<file path="src/rtl/stopwatch_pkg.sv">
// Shared state encoding, digit limits and display bundle for the MM:SS stopwatch.
// No logic; types and constants only.
package stopwatch_pkg;

  typedef enum logic [1:0] {
    IDLE   = 2'd0,
    RUN    = 2'd1,
    PAUSED = 2'd2,
    LAP    = 2'd3
  } state_t;

  localparam int SEC_ONES_MAX = 9;
  localparam int SEC_TENS_MAX = 5;
  localparam int MIN_ONES_MAX = 9;
  localparam int MIN_TENS_MAX = 5;

  typedef struct packed {
    logic [3:0] min_tens;
    logic [3:0] min_ones;
    logic [3:0] sec_tens;
    logic [3:0] sec_ones;
  } digits_t;

endpackage

</file>
<file path="src/rtl/digit_counter.sv">
// Modulo-K counter stage; Q updates one cycle after En, Wrap is same-cycle combinational.
// No backpressure: En is a one-cycle advance strobe, Clr wins over En.
module digit_counter #(
  parameter int N = 4,
  parameter int K = 10
) (
  input  logic         Clock,
  input  logic         Reset,
  input  logic         En,
  input  logic         Clr,
  output logic [N-1:0] Q,
  output logic         Wrap
);

  localparam logic [N-1:0] LAST = N'(K - 1);

  assign Wrap = En && (Q == LAST);

  always_ff @(posedge Clock) begin
    if (Reset || Clr) begin
      Q <= '0;
    end else if (Wrap) begin
      Q <= '0;
    end else if (En) begin
      Q <= Q + N'(1);
    end
  end

endmodule

</file>
<file path="src/rtl/stopwatch_ctrl.sv">
// MM:SS stopwatch: prescaler, four chained BCD digit stages and a run/pause/lap/clear FSM.
// Commands take effect next cycle; display is a registered mux, no input-to-output path.
module stopwatch_ctrl
  import stopwatch_pkg::*;
#(
  parameter int TICK_DIV = 50000000,
  parameter int DIV_W    = 26
) (
  input  logic       Clock,
  input  logic       Reset,
  input  logic       Start_Stop,
  input  logic       Lap,
  input  logic       Clear,
  output logic [3:0] Sec_ones,
  output logic [3:0] Sec_tens,
  output logic [3:0] Min_ones,
  output logic [3:0] Min_tens,
  output logic       Running,
  output logic       Lap_hold,
  output logic       Overflow
);

  localparam logic [DIV_W-1:0] TICK_LAST = DIV_W'(TICK_DIV - 1);

  state_t           state, state_nxt;
  logic [DIV_W-1:0] presc;
  logic             cnt_en;
  logic             tick;
  logic             so_wrap, st_wrap, mo_wrap, mt_wrap;
  logic             lap_latch;
  digits_t          live, lap_dig, disp;

  // A command pulse never gates its own cycle: enable comes from the current state only.
  assign cnt_en = (state == RUN) || (state == LAP);
  assign tick   = cnt_en && (presc == TICK_LAST);

  always_ff @(posedge Clock) begin
    if (Reset || Clear) begin
      presc <= '0;
    end else if (cnt_en) begin
      presc <= tick ? '0 : presc + DIV_W'(1);
    end
  end

  digit_counter #(.N(4), .K(SEC_ONES_MAX + 1)) u_sec_ones (
    .Clock(Clock), .Reset(Reset), .En(tick), .Clr(Clear),
    .Q(live.sec_ones), .Wrap(so_wrap)
  );

  digit_counter #(.N(4), .K(SEC_TENS_MAX + 1)) u_sec_tens (
    .Clock(Clock), .Reset(Reset), .En(so_wrap), .Clr(Clear),
    .Q(live.sec_tens), .Wrap(st_wrap)
  );

  digit_counter #(.N(4), .K(MIN_ONES_MAX + 1)) u_min_ones (
    .Clock(Clock), .Reset(Reset), .En(st_wrap), .Clr(Clear),
    .Q(live.min_ones), .Wrap(mo_wrap)
  );

  digit_counter #(.N(4), .K(MIN_TENS_MAX + 1)) u_min_tens (
    .Clock(Clock), .Reset(Reset), .En(mo_wrap), .Clr(Clear),
    .Q(live.min_tens), .Wrap(mt_wrap)
  );

  always_ff @(posedge Clock) begin
    if (Reset || Clear) begin
      Overflow <= 1'b0;
    end else if (mt_wrap) begin
      Overflow <= 1'b1;
    end
  end

  // Lap only acts when no higher-priority command shares the cycle.
  assign lap_latch = (state == RUN) && Lap && !Clear && !Start_Stop;

  always_ff @(posedge Clock) begin
    if (Reset) begin
      lap_dig <= '0;
    end else if (lap_latch) begin
      lap_dig <= live;
    end
  end

  always_ff @(posedge Clock) begin
    if (Reset) begin
      state <= IDLE;
    end else begin
      state <= state_nxt;
    end
  end

  always_comb begin
    state_nxt = state;
    if (Clear) begin
      state_nxt = IDLE;
    end else if (Start_Stop) begin
      case (state)
        IDLE:    state_nxt = RUN;
        RUN:     state_nxt = PAUSED;
        LAP:     state_nxt = PAUSED;
        PAUSED:  state_nxt = RUN;
        default: state_nxt = IDLE;
      endcase
    end else if (Lap) begin
      case (state)
        RUN:     state_nxt = LAP;
        LAP:     state_nxt = RUN;
        default: state_nxt = state;
      endcase
    end
  end

  assign disp     = (state == LAP) ? lap_dig : live;
  assign Sec_ones = disp.sec_ones;
  assign Sec_tens = disp.sec_tens;
  assign Min_ones = disp.min_ones;
  assign Min_tens = disp.min_tens;
  assign Running  = cnt_en;
  assign Lap_hold = (state == LAP);

endmodule

</file>
<file path="config.mk">
export PLATFORM = sky130hd
export DESIGN_NAME = stopwatch_ctrl
export DESIGN_NICKNAME = d
export VERILOG_FILES = /design/src/rtl/stopwatch_pkg.sv /design/src/rtl/digit_counter.sv /design/src/rtl/stopwatch_ctrl.sv
export SDC_FILE = /design/constraint.sdc
export NUM_CORES = 1
export LEC_CHECK = 0
export CORE_ASPECT_RATIO = 2
export CORE_MARGIN = 2
export CORE_UTILIZATION = 25
export DETAILED_ROUTE_END_ITERATION = 8
export GPL_TIMING_DRIVEN = 0
export PLACE_DENSITY_LB_ADDON = 0.2
export REMOVE_ABC_BUFFERS = 1
export SLEW_MARGIN = 20
export SYNTH_ARGS = -nofsm -noshare
export SYNTH_HDL_FRONTEND = slang
export SYNTH_SLANG_ARGS = --single-unit
</file>
<file path="constraint.sdc">
create_clock -name Clock -period 2.46 [get_ports Clock]
set_clock_uncertainty 0.05 [all_clocks]
set_input_delay 0.246 -clock Clock [delete_from_list [all_inputs] [get_ports Clock]]
set_output_delay 0.246 -clock Clock [all_outputs]
set_load 0.05 [all_outputs]
</file>
==> results.toml <==
[outcome]
outcome = "finished clean"

[synth]
synth.area.top_cells = "dfxtp_1, nor2_1, mux2i_1, xnor2_1, mux2_2"
ys_types = 42
synth.top_cell.area_share_pct = 41.2
synth_edf_count = 0
async_reset_ff_share_pct = 0
synth_top_cell_by_area = "dfxtp_1"
synth_cells = 341
ys_ff_latch = 61
synth.cell_area_sq_um = 2970
ys_warn_count = 0
synth.avg_cell_area_sq_um = 8.70
yosysSeqAreaShare_pct = 41.2
synthFlopType = "dfxtp_1"
netlist_top_cells_count = "dfxtp_1, nor2_1, nand2_1"
yosys.cell_count.top_type = "dfxtp_1"

[critical_path]
startpoint_type = "flip-flop"
crit_chain = "nand2_4 > mux2_2 > clkdlybuf4s50_1"
crit_path_max_incr_delay_ns = 0.79
cp_max_fo = 14
cp_slowest_cell = "clkdlybuf4s50_1"
worst_setup_path_end_kind = "primary output"
cp.arrival_ns = 2.06
r2r_slack_ns = 0.21
critPathRequiredTime_ns = 2.16
critPathKind = "reg -> out"

[flow_run]
maxCapViolations = 0

[power_and_ir_drop]
cellPowerDensity_nw_per_um2 = 650
p_leak_uw = 0.00124
clock_power_share_pct = 56.0
worst_ir_drop_vdd_uv = 363
p_seq_share_pct = 42.3
power_frac_comb_pct = 1.8
p_int_uw = 1910
power.net_switching_uw = 449
sw_frac_of_total_pct = 19.1

[clock_tree]
insertion_delay_ns = 0.32
cts.reportedPaths.clkPinSlew_ns = 0.05
root_buffer = "clkbuf_16"
h-tree-depth = 3
hold_buffers = 0
cts_buffers = 9
clockBufferDepth = 2
cts_tree = "built"
cts.sinks = 61

[final_layout]
multi_input_area_sq_um = 1660
layout.nets = 372
layout-drive-gt1-share_pct = 10.2
diodes = 0
final_core_util_pct = 31.2
area_growth_pct = 22.2
regArea_sq_um = 1220
nFillCells = 1265

[place]
port_buffers = 23
pre_cts_ws_ns = -0.496
gp_congestion = 0.768
dp_hpwl_um = 4810

[sta]
timing.fmax_ghz = 0.425
timing.slew.headroom_pct = 29.8
rsz0062_at_grt = "no"
finalWorstSetupSlack_ns = 0.105
setup_viol = 0
min_period_ns = 2.36
hold_viol = 0
setup-tns-final_ns = 0
drv_slew = 0
worst_pin_slew_ns = 1.05
period_share_pct = 95.7

[die]
fp.dieW_um = 81.0
die_h_um = 158
core-area_sq_um = 11600
io_pins = 24
initial_utilization_pct = 25.5
rows = 56
die_area_sq_um = 12800

[drt]
met1_length_um = 2600
drt_pre_antenna_iters = 4
met2_length_um = 3750
drt-initial-drc-count = 63
wl_per_cell_um = 13.2
finalWirelength_um = 6700
routed-via-count = 2428
antenna_left = 0
wl_met3_um = 145
viasPerCell = 4.79
top_layer_used = "met4"
drcViolationCount = 0

[grt]
grt_first_pass_wirelength_um = 11100
grt_overflow = 0
antenna_found_initial = 0
grt_max_degree = 26
grt_pass1_vias = 2332
track_usage_pct = 11.4

[worst_hold_path]
hold_path_class = "reg -> reg"
==> worst max-delay path: cells and delay by family (launching register included) <==
family                 cells  cell delay (ns)
multiplexers               1             0.27
AND/OR/NAND/NOR            1             0.19
buffers and inverters      1             0.79
flip-flops                 1             0.48
==> cell families (layout without fill, tap and decap cells) <==
kind of cell               Yosys count  in the layout  share of synthesized area, %
AOI/OAI and AO/OA                   42             42                          7.84
xor gates and xnor gates            24             24                          7.09
adders and majority gates            9              9                          3.80
buffers and inverters               22             43                          3.33
DFF                                 61             61                          41.2
muxes                               30             30                          10.6
and+or+nand+nor                    153            153                          26.1
==> sequential cells by signal, summed over array words and instances, names as in the netlist <==
name          flops
presc            26
u_sec_ones.Q      4
u_min_ones.Q      4
u_sec_tens.Q      4
Overflow          1
u_min_tens.Q      4
state             2
lap_dig          16
==> metal layers <==
| metal | GRT usage (%) | vias up |
|---|---|---|
| li1 | - | 1224 |
| met1 | 10.6 | 1166 |
| met2 | 21.6 | 26 |
| met3 | 2.45 | 12 |
| met4 | 6.62 | 0 |
| met5 | 0 | - |
==> layout by cell type (no fill, tap or decap), drive strengths merged, types with 3 or more instances in the layout <==
cell,n
mux2i,18
and3b,3
clkinv,4
nand3b,4
nand2,24
inv,4
nor2,57
dfxtp,61
a21oi,19
nor3,5
or3,5
clkbuf,11
mux2,12
xor2,8
nand3,14
and2,4
dlygate4sd2,4
and3,4
o21ai,15
and4,4
nor4,7
or4,4
nand4,10
clkdlybuf4s50,13
ha,9
xnor2,16
==> area by class of cell <==
cell class | instances | area share (%)
Timing Repair Buffer | 23 | 6.25
Sequential cell | 61 | 33.7
Clock inverter | 5 | 2.07
Multi-Input combinational cell | 258 | 45.8
Inverter | 5 | 0.518
Tap cell | 145 | 5.01
Clock buffer | 10 | 6.59
==> through the flow <==
stage / total power [uW] / hold slack [ns] / instances / cell area (sq um)
floorplan: 1030 / 0.268 / 324 / 2890
global placement: 1060 / 0.418 / 492 / 3300
detailed placement: 1060 / 0.433 / 492 / 3300
CTS: 2400 / 0.446 / 507 / 3620
global route: 2440 / 0.471 / 507 / 3620
finish: 2360 / 0.440 / 507 / 3620
==> worst paths after layout <==
| check | startpoint | endpoint | cells past startpoint |
|---|---|---|---|
| setup / recovery | state[0] | Min_tens[3] | 3 |
| hold / removal | lap_dig[10] | lap_dig[10] | 2 |
| setup reg to reg | presc[0] | u_min_ones.Q[3] | 6 |
| hold reg to reg | lap_dig[10] | lap_dig[10] | 2 |
==> repair_timing <==
action,4_1_cts,5_1_grt
setup endpoints to repair,46,3
gates resized for setup,22,5
buffers inserted,0,0
==> power groups by stage <==
stage	Sequential, uW	Combinational, uW	Clock, uW
2_1_floorplan	1020	17.3	0
3_3_place_gp	1010	42.3	0
6_report	995	41.3	1320
4_1_cts	995	42.6	1370
3_5_place_dp	1020	42.4	0
5_1_grt	995	45.2	1400
Power figures use the tool's default switching activity.
